File: src/rtl/evr_pulse_bank_if.sv
// Signal bundle between the event mapping RAM / register set and the pulse bank.
// Fields are flat-packed per channel: channel c sits at [c*CNT_W +: CNT_W].
interface evr_pulse_bank_if #(
    parameter int NCH   = 14,
    parameter int CNT_W = 32
);
    logic [NCH-1:0]       trig_i;
    logic [NCH-1:0]       set_i;
    logic [NCH-1:0]       clr_i;
    logic [NCH-1:0]       enable_i;
    logic [NCH-1:0]       polarity_i;
    logic [NCH-1:0]       retrig_i;
    logic [NCH*CNT_W-1:0] delay_i;
    logic [NCH*CNT_W-1:0] width_i;
    logic                 ovr_clr_i;
    logic [NCH-1:0]       pulse_o;
    logic [NCH-1:0]       busy_o;
    logic [NCH-1:0]       overrun_o;

    modport master (
        output trig_i, set_i, clr_i, enable_i, polarity_i, retrig_i,
        output delay_i, width_i, ovr_clr_i,
        input  pulse_o, busy_o, overrun_o
    );

    modport slave (
        input  trig_i, set_i, clr_i, enable_i, polarity_i, retrig_i,
        input  delay_i, width_i, ovr_clr_i,
        output pulse_o, busy_o, overrun_o
    );
endinterface

File: src/rtl/evr_pulse_bank.sv
// N-channel delayed pulse generator with set/clear level latch, retrigger
// control and sticky overrun flags; every output is one register behind the FSM.
module evr_pulse_bank #(
    parameter int NCH   = 14,
    parameter int CNT_W = 32
) (
    input  logic            clk_i,
    input  logic            rst_n,
    evr_pulse_bank_if.slave bus
);

    typedef enum logic [1:0] {
        ST_IDLE   = 2'd0,
        ST_DELAY  = 2'd1,
        ST_ACTIVE = 2'd2
    } state_t;

    state_t           state_q [NCH];
    state_t           state_d [NCH];
    logic [CNT_W-1:0] cnt_q   [NCH];
    logic [CNT_W-1:0] cnt_d   [NCH];
    logic [CNT_W-1:0] wid_q   [NCH];
    logic [CNT_W-1:0] wid_d   [NCH];
    logic [CNT_W-1:0] dly_in  [NCH];
    logic [CNT_W-1:0] wid_in  [NCH];

    logic [NCH-1:0] latch_q, latch_d;
    logic [NCH-1:0] ovr_q, ovr_d;
    logic [NCH-1:0] ovr_evt;
    logic [NCH-1:0] pulse_q, pulse_d;
    logic [NCH-1:0] busy_q, busy_d;
    logic [NCH-1:0] ovr_out_q;

    for (genvar g = 0; g < NCH; g++) begin : g_unpack
        assign dly_in[g] = bus.delay_i[g*CNT_W +: CNT_W];
        assign wid_in[g] = bus.width_i[g*CNT_W +: CNT_W];
    end

    always_comb begin
        // NOTE: every comb output gets a default before any branch, so no path
        // leaves a signal unassigned and no latch is inferred.
        ovr_evt = '0;
        latch_d = latch_q;
        pulse_d = '0;
        busy_d  = '0;
        for (int c = 0; c < NCH; c++) begin
            state_d[c] = state_q[c];
            cnt_d[c]   = cnt_q[c];
            wid_d[c]   = wid_q[c];

            unique case (state_q[c])
                ST_DELAY: begin
                    if (cnt_q[c] != '0) begin
                        cnt_d[c] = cnt_q[c] - 1'b1;
                    end else if (wid_q[c] == '0) begin
                        state_d[c] = ST_IDLE;
                    end else begin
                        state_d[c] = ST_ACTIVE;
                        cnt_d[c]   = wid_q[c] - 1'b1;
                    end
                end
                ST_ACTIVE: begin
                    if (cnt_q[c] != '0) cnt_d[c]   = cnt_q[c] - 1'b1;
                    else                state_d[c] = ST_IDLE;
                end
                default: ;
            endcase

            // Clear beats everything, including a disabled channel's held latch.
            if (bus.clr_i[c]) begin
                state_d[c] = ST_IDLE;
                cnt_d[c]   = '0;
                latch_d[c] = 1'b0;
            end else if (!bus.enable_i[c]) begin
                state_d[c] = ST_IDLE;
                cnt_d[c]   = '0;
            end else begin
                if (bus.set_i[c]) latch_d[c] = 1'b1;
                if (bus.trig_i[c]) begin
                    if (state_q[c] == ST_IDLE || bus.retrig_i[c]) begin
                        wid_d[c] = wid_in[c];
                        if (dly_in[c] != '0) begin
                            state_d[c] = ST_DELAY;
                            cnt_d[c]   = dly_in[c] - 1'b1;
                        end else if (wid_in[c] != '0) begin
                            state_d[c] = ST_ACTIVE;
                            cnt_d[c]   = wid_in[c] - 1'b1;
                        end else begin
                            state_d[c] = ST_IDLE;
                            cnt_d[c]   = '0;
                        end
                    end else begin
                        ovr_evt[c] = 1'b1;
                    end
                end
            end

            pulse_d[c] = bus.enable_i[c]
                       ? (((state_q[c] == ST_ACTIVE) | latch_q[c]) ^ bus.polarity_i[c])
                       : bus.polarity_i[c];
            busy_d[c]  = (state_q[c] != ST_IDLE);
        end
        // A new overrun in the clearing cycle keeps the flag set.
        ovr_d = (ovr_q & ~{NCH{bus.ovr_clr_i}}) | ovr_evt;
    end

    // NOTE: sequential state uses non-blocking assignments so every register
    // samples pre-edge values regardless of statement order.
    always_ff @(posedge clk_i or negedge rst_n) begin
        if (!rst_n) begin
            for (int c = 0; c < NCH; c++) begin
                state_q[c] <= ST_IDLE;
                cnt_q[c]   <= '0;
                wid_q[c]   <= '0;
            end
            latch_q   <= '0;
            ovr_q     <= '0;
            pulse_q   <= '0;
            busy_q    <= '0;
            ovr_out_q <= '0;
        end else begin
            for (int c = 0; c < NCH; c++) begin
                state_q[c] <= state_d[c];
                cnt_q[c]   <= cnt_d[c];
                wid_q[c]   <= wid_d[c];
            end
            latch_q   <= latch_d;
            ovr_q     <= ovr_d;
            pulse_q   <= pulse_d;
            busy_q    <= busy_d;
            ovr_out_q <= ovr_q;
        end
    end

    assign bus.pulse_o   = pulse_q;
    assign bus.busy_o    = busy_q;
    assign bus.overrun_o = ovr_out_q;

endmodule

File: src/flat_wrapper.sv
// flat-port wrapper written by rule: the top's interface ports become plain ports
module evr_pulse_bank_flat 
#(
    parameter int NCH   = 14,
    parameter int CNT_W = 32
)
  (clk_i, rst_n, bus_trig_i, bus_set_i, bus_clr_i, bus_enable_i, bus_polarity_i, bus_retrig_i, bus_delay_i, bus_width_i, bus_ovr_clr_i, bus_pulse_o, bus_busy_o, bus_overrun_o);
  evr_pulse_bank_if #(.NCH(NCH), .CNT_W(CNT_W)) bus_i ();
  input  logic clk_i;
  input  logic rst_n;
  input wire logic [$bits(bus_i.trig_i)-1:0] bus_trig_i;
  input wire logic [$bits(bus_i.set_i)-1:0] bus_set_i;
  input wire logic [$bits(bus_i.clr_i)-1:0] bus_clr_i;
  input wire logic [$bits(bus_i.enable_i)-1:0] bus_enable_i;
  input wire logic [$bits(bus_i.polarity_i)-1:0] bus_polarity_i;
  input wire logic [$bits(bus_i.retrig_i)-1:0] bus_retrig_i;
  input wire logic [$bits(bus_i.delay_i)-1:0] bus_delay_i;
  input wire logic [$bits(bus_i.width_i)-1:0] bus_width_i;
  input wire logic [$bits(bus_i.ovr_clr_i)-1:0] bus_ovr_clr_i;
  output wire logic [$bits(bus_i.pulse_o)-1:0] bus_pulse_o;
  output wire logic [$bits(bus_i.busy_o)-1:0] bus_busy_o;
  output wire logic [$bits(bus_i.overrun_o)-1:0] bus_overrun_o;
  assign bus_i.trig_i = bus_trig_i;
  assign bus_i.set_i = bus_set_i;
  assign bus_i.clr_i = bus_clr_i;
  assign bus_i.enable_i = bus_enable_i;
  assign bus_i.polarity_i = bus_polarity_i;
  assign bus_i.retrig_i = bus_retrig_i;
  assign bus_i.delay_i = bus_delay_i;
  assign bus_i.width_i = bus_width_i;
  assign bus_i.ovr_clr_i = bus_ovr_clr_i;
  assign bus_pulse_o = bus_i.pulse_o;
  assign bus_busy_o = bus_i.busy_o;
  assign bus_overrun_o = bus_i.overrun_o;
  evr_pulse_bank #(.NCH(NCH), .CNT_W(CNT_W)) u_core (.clk_i(clk_i), .rst_n(rst_n), .bus(bus_i));
endmodule
File: config.mk
export PLATFORM = sky130hd
export DESIGN_NAME = evr_pulse_bank_flat
export DESIGN_NICKNAME = d
export VERILOG_FILES = /design/src/rtl/evr_pulse_bank_if.sv /design/src/rtl/evr_pulse_bank.sv /design/src/flat_wrapper.sv
export SDC_FILE = /design/constraint.sdc
export NUM_CORES = 2
export LEC_CHECK = 0
export BUFFER_PORTS_ARGS = -buffer_cell sky130_fd_sc_hd__buf_2
export CORE_AREA = 2 2 401 403
export CTS_CLUSTER_DIAMETER = 150
export CTS_CLUSTER_SIZE = 8
export DETAILED_ROUTE_END_ITERATION = 8
export DIE_AREA = 0 0 403 405
export PLACE_DENSITY = 0.73
export SETUP_SLACK_MARGIN = 0.4
export SKIP_LAST_GASP = 1
export SLEW_MARGIN = 20
export SYNTH_ARGS = -nofsm -noshare
export SYNTH_HDL_FRONTEND = slang
export SYNTH_SLANG_ARGS = --single-unit
File: constraint.sdc
create_clock -name clk_i -period 3.5 [get_ports clk_i]
set_clock_uncertainty 0.05 [all_clocks]
set_input_delay 0.525 -clock clk_i [delete_from_list [all_inputs] [get_ports clk_i]]
set_output_delay 0.525 -clock clk_i [all_outputs]
set_load 0.005 [all_outputs]
### After elaboration in Yosys (flattened, before gate mapping)

Cells that the tools add are included.

| operators by class | value |
|---|---|
| mux-type cells | 392 |
| add/sub/neg operators | 56 |
| eq/ne operators | 28 |
| bitwise operators | 45 |
| reduce and logical (&&, ||, !) cells | 154 |

Operator list:

| kind | count |
|---|---|
| $mux 32 | 126 |
| $sub 32x1->32 const B | 56 |
| $reduce_bool 32->1 | 42 |
| $pmux 32 s2 | 14 |
| $logic_not 32->1 | 14 |
| $mux 2 | 126 |
| $mux 1 | 112 |
| $reduce_bool 2->1 | 42 |
| $pmux 2 s2 | 14 |
| $reduce_and 4->1 | 14 |
| $eq 2x1->1 const B | 14 |
| $eq 2x2->1 const B | 14 |
| $logic_not 2->1 | 14 |
| $reduce_and 2->1 | 14 |
| $and 14x14->14 | 1 |
| $logic_or 1x1->1 | 14 |
| $not 1->1 | 14 |
| $not 14->14 | 1 |
| $or 1x1->1 | 14 |
| $or 14x14->14 | 1 |
| $xor 1x1->1 | 14 |

| word-level totals | value |
|---|---|
| logic and storage cells | 735 |
| input port bits | 983 |
| flip-flop bits (word level) | 994 |
| output and inout bits | 42 |

### Depth between registers and ports, before layout

| depth | value |
|---|---|
| depth after elaboration | 8 |
| depth in mapped cells | 12 |
| gate-level depth less buffers | 9 |

### Worst setup path before layout

Ideal clock, no wire load.

| timing | value |
|---|---|
| kind | reg-to-reg |
| start point | register u_core.cnt_q[146] in the netlist's numbering |
| end point | register u_core.cnt_q[156] in the netlist's numbering |
| period minus slack after synthesis | 3169 ps |
| setup time | 82 ps |
| arrival time | 3037 ps |
| stages on the path, launching flop included | 11 |
| slack | 331 ps |
| data required time | 3368 ps |
| buffers on the path | 3 |
| path through | dfrtp_1 > buf_6 > or4_4 > or4_1 > buf_2 > or4_4 > buf_6 > a21oi_2 > nor2_1 > or4_1 > a31oi_1 |

RTL lines:

| item | line | RTL |
|---|---|---|
| from (decl) | evr_pulse_bank.sv:20 | `logic [CNT_W-1:0] cnt_q [NCH];` |
| from (signal, indexed assignment) | evr_pulse_bank.sv:124 | `cnt_q[c] <= cnt_d[c];` |

==> summary.md <==
| Metric | Value |
|---|---|
| Count leader, synth | dfrtp_1 |
| Share of total power in the clock network | 0.325 |
| Sw power | 14.51 mW |
| Synth unique cells | 95 |
| Routed metal-1 wirelength | between 100000 and 150000 µm |
| Crit path cell chain | or4_4 -> or4_4 -> nor4_4 -> buf_4 -> buf_4 -> o21a_1 -> nor2_1 -> a2111o_1 -> a21oi_1 |
| Maximum fanout encountered on the critical timing path | 9 |
| Time the final worst path needs with I/O delays and setup | 3.134 ns |
| Total core area | between 150000 and 200000 µm² |
| Async SR Flop Fraction | 1.000 |
| Synthesis Warnings | 0 |
| Net switching fraction of the power | 0.3675 |
| Largest delay share family, worst path | simple AND/OR/NAND/NOR gates |
| CP arrival | ~3.8 ns |
| Peak supply drop | 0.5160 mV |
| Remaining Overflow, GRT | 0 |
| All-Layer GR Usage | 0.4552 |
| TritonCTS Buffers | 142 |
| Critical path startpoint category | register |
| Register area | 24880 µm² |
| Fraction of final layout cells sized beyond drive strength 1 | 0.1974 |
| RSZ-0062 raised after global routing | yes |
| Sum Neg Setup Slack | 0 ns |
| Kind of capture point of the worst setup path | register |
| Cell accounting for the most synthesized area | dfrtp_1 |
| First-pass GRT wire length | 577600 µm |
| Upper clock frequency limit | 0.3191 GHz |
| Area grow syn2layout | 21.59% |
| Area taken by multi-input logic gates | 58490 µm² |
| Instance count of the mapped netlist | 10702 |
| Synthesized area per cell | ~8 µm² |
| Buffers & Inverters on Critical Path | 2 |
| Detail-routed net length per standard cell | about 27 µm |
| Number of flops mapped to enable cells by yosys | 0 |
| Post-synth net total | 11825 |
| Post-route fraction of the period consumed by the critical path | 0.8955 |
| Area contributors post-synth | dfrtp_1, xor2_1, xnor2_1 |
| Final count of negative-setup-slack endpoints | 0 |
| Max Buffers Root-to-Sink | 3 |
| Number of violations reported at the end of detailed-routing iteration 0 | 15321 |
| Post-DP HPWL | 298800 µm |
| Power per Cell Area | 379.6 nW/µm² |
| Category of the critical setup timing path | register to register |
| Worst hold path type | input port to register |
| Part of the total power dissipated in sequential elements | 0.374 |
| Longest individual stage delay on the worst path | 0.56 ns |
| Critical Path RT | 4.15 ns |
| Internal Dissipation | 24.97 mW |
| Io pins | 1025 |
| Antenna viol nets, final | 0 |
| Post-route total power | 39.47 mW |
| Sequential-to-total area share from yosys stat | 0.2909 |
| Portion of total power attributed to combinational logic | 0.301 |
| Commonest cells in the synthesized netlist | dfrtp_1, nor2_1, nand2_1 |
| Starting density of the core | 0.5369 |
| Number of buffers inserted by port buffering | 1024 |
| Static leakage | 40.67 nW |
| Detail Route met3 WL | 50400 µm |
| Critical-path top delay cell | or4_4 |
| Met2 routed WL | 168000 µm |
| Post-synthesis instance area | 85520 µm² |
| Number of vias in the routed layout | 100380 |
| DRC violations left | 0 |
| Later-pin clock latency in the skew report | 0.80 ns |
| Master cell of the clock root buffer | clkbuf_16 |
| Number of antenna violations at the first check in global routing | 187 |
| Final Hold Violating Endpoints | 0 |
| Pin count of the biggest net entering global routing | 101 |
| Routed wire length | 389200 µm |
| Share of the synthesized area in the top cell type | 0.2909 |
| Die area | 163200 µm² |
| Die span in y | 405 µm |
| Max-Cap Viols | 0 |
| Width of the die | approximately 400 µm |
| Max-slew violation count | 0 |
| Worst slew margin relative to its limit | 0.2158 |
| Detail-routed via count per cell | 6.919 |
| Count of nets after finishing | 13398 |
| CTS tree | done |
| Most frequently used flop master after synthesis | dfrtp_1 |
| Count of standard-cell rows | 147 |
| Filler Cells Inserted | 13792 |
| H-tree depth reported by CTS | 4 |
| Slew @ Worst Pin | 1.172 ns |
| Outcome | finished, final reports clean |
| Number of register bits inferred by synthesis | slightly below 1000 |
| Clock Pin Slew Worst Setup and Hold Paths | roughly 0.06 ns |
| Number of global-route vias before repair | 93080 |
| Number of detailed-routing iterations run before antenna repair | 9 |
| Final Wtd Congestion | 1.073 |
| DR top layer | met5 |
| Sink Count | between 900 and 1000 |
==> worst reg2reg max path, stage by stage (launching register included) <==
cell and delay (ns):
dfrtp_1 0.42, or4_4 0.57, or4_4 0.56, nor4_4 0.39, buf_4 0.19, buf_4 0.17
o21a_1 0.15, nor2_1 0.04, a2111o_1 0.35, a21oi_1 0.16
==> power groups by stage <==
stage          clock (mW)  combinational (mW)  sequential [mW]
6_report             12.8                11.9             14.8
5_1_grt              13.3                12.6             14.9
4_1_cts              12.9                11.3             14.6
3_5_place_dp            0                10.8             14.8
3_3_place_gp            0                10.7             14.7
2_1_floorplan           0                6.62             14.2
==> cell type report <==
class	count	area share
Antenna cell	138	0.003321
Clock buffer	147	0.03538
Clock inverter	6	0.0007941
Inverter	217	0.007833
Multi-Input combinational cell	8975	0.5625
Sequential cell	994	0.2392
Tap cell	2086	0.02510
Timing Repair Buffer	1945	0.1259
==> logic make-up (layout without fill, tap and decap cells) <==
family                   after synthesis  in the layout  share of synthesized area
AO/OA/AOI/OAI                       2664           2664                     0.2006
XOR/XNOR                            1216           1216                     0.1245
adder cells (fa/ha/maj)              140            140                    0.02048
buffers and inverters                734           2315                    0.03312
flip-flops                           994            994                     0.2909
multiplexers                         412            412                    0.05399
other                                  0            138                          0
AND/OR/NAND/NOR                     4542           4543                     0.2764
==> sequential cells by signal, indices dropped and copies added (netlist names) <==
name	flops
u_core.latch_q	14
u_core.wid_q	448
u_core.bus.pulse_o	14
u_core.state_q	28
u_core.bus.busy_o	14
u_core.ovr_q	14
u_core.bus.overrun_o	14
u_core.cnt_q	448
==> stage by stage <==
| stage | std cells | util | area (µm²) | worst slack, ns | hold WS, ns |
|---|---|---|---|---|---|
| 3_3_place_gp | 13849 | 0.6011 | 95750 | 0.1411 | 0.3139 |
| 6_report | 14508 | 0.6528 | 104000 | 0.3658 | 0.02495 |
| 2_1_floorplan | 10702 | - | 85570 | 0.3810 | 0.1794 |
| 5_1_grt | 14485 | 0.6525 | 103900 | 0.1986 | 0.01965 |
| 4_1_cts | 14338 | 0.6461 | 102900 | 0.4035 | 0.00008998 |
| 3_5_place_dp | 13849 | 0.6012 | 95750 | 0.05091 | 0.3157 |
==> final timing paths <==
kind,slack [ns],endpoint,from,cells after the start
hold reg to reg,0.32,u_core.bus.overrun_o[12],u_core.ovr_q[12],0
setup / recovery,0.37,u_core.cnt_q[152],u_core.cnt_q[147],9
hold / removal,0.02,u_core.wid_q[283],bus_width_i[187],2
setup reg to reg,0.37,u_core.cnt_q[152],u_core.cnt_q[147],9
min in group asynchronous,0.26,u_core.wid_q[301],rst_n,2
max in group asynchronous,1.95,u_core.cnt_q[336],rst_n,3
==> what timing repair did <==
action | in CTS | in global routing
setup endpoints to repair | 44 | 252
gates resized for setup | 13 | 110
hold endpoints to repair | 351 | 0
hold buffers | 333 | 0
setup buffers | 3 | 30
pin swaps | 4 | 13
cloned | 0 | 2
==> placed cells by master, fill, tap and decap left out, types with 310 or more instances in the layout <==
master	n
o21ai_0	648
a21oi_1	602
xor2_1	612
nor3_1	636
nor2_1	959
buf_4	569
buf_2	1024
mux2_2	394
nand3_1	310
dlygate4sd3_1	333
nand2_1	865
dfrtp_1	993
nor4_1	462
xnor2_1	604
==> metal layers <==
| layer | track usage | vias to the layer above |
|---|---|---|
| met5 | 0 | - |
| met4 | 0.2567 | 112 |
| met1 | 0.5849 | 47465 |
| met3 | 0.1316 | 1566 |
| met2 | 0.6847 | 7623 |
| li1 | - | 43614 |
Note: power is estimated with default switching activity, not from simulation.
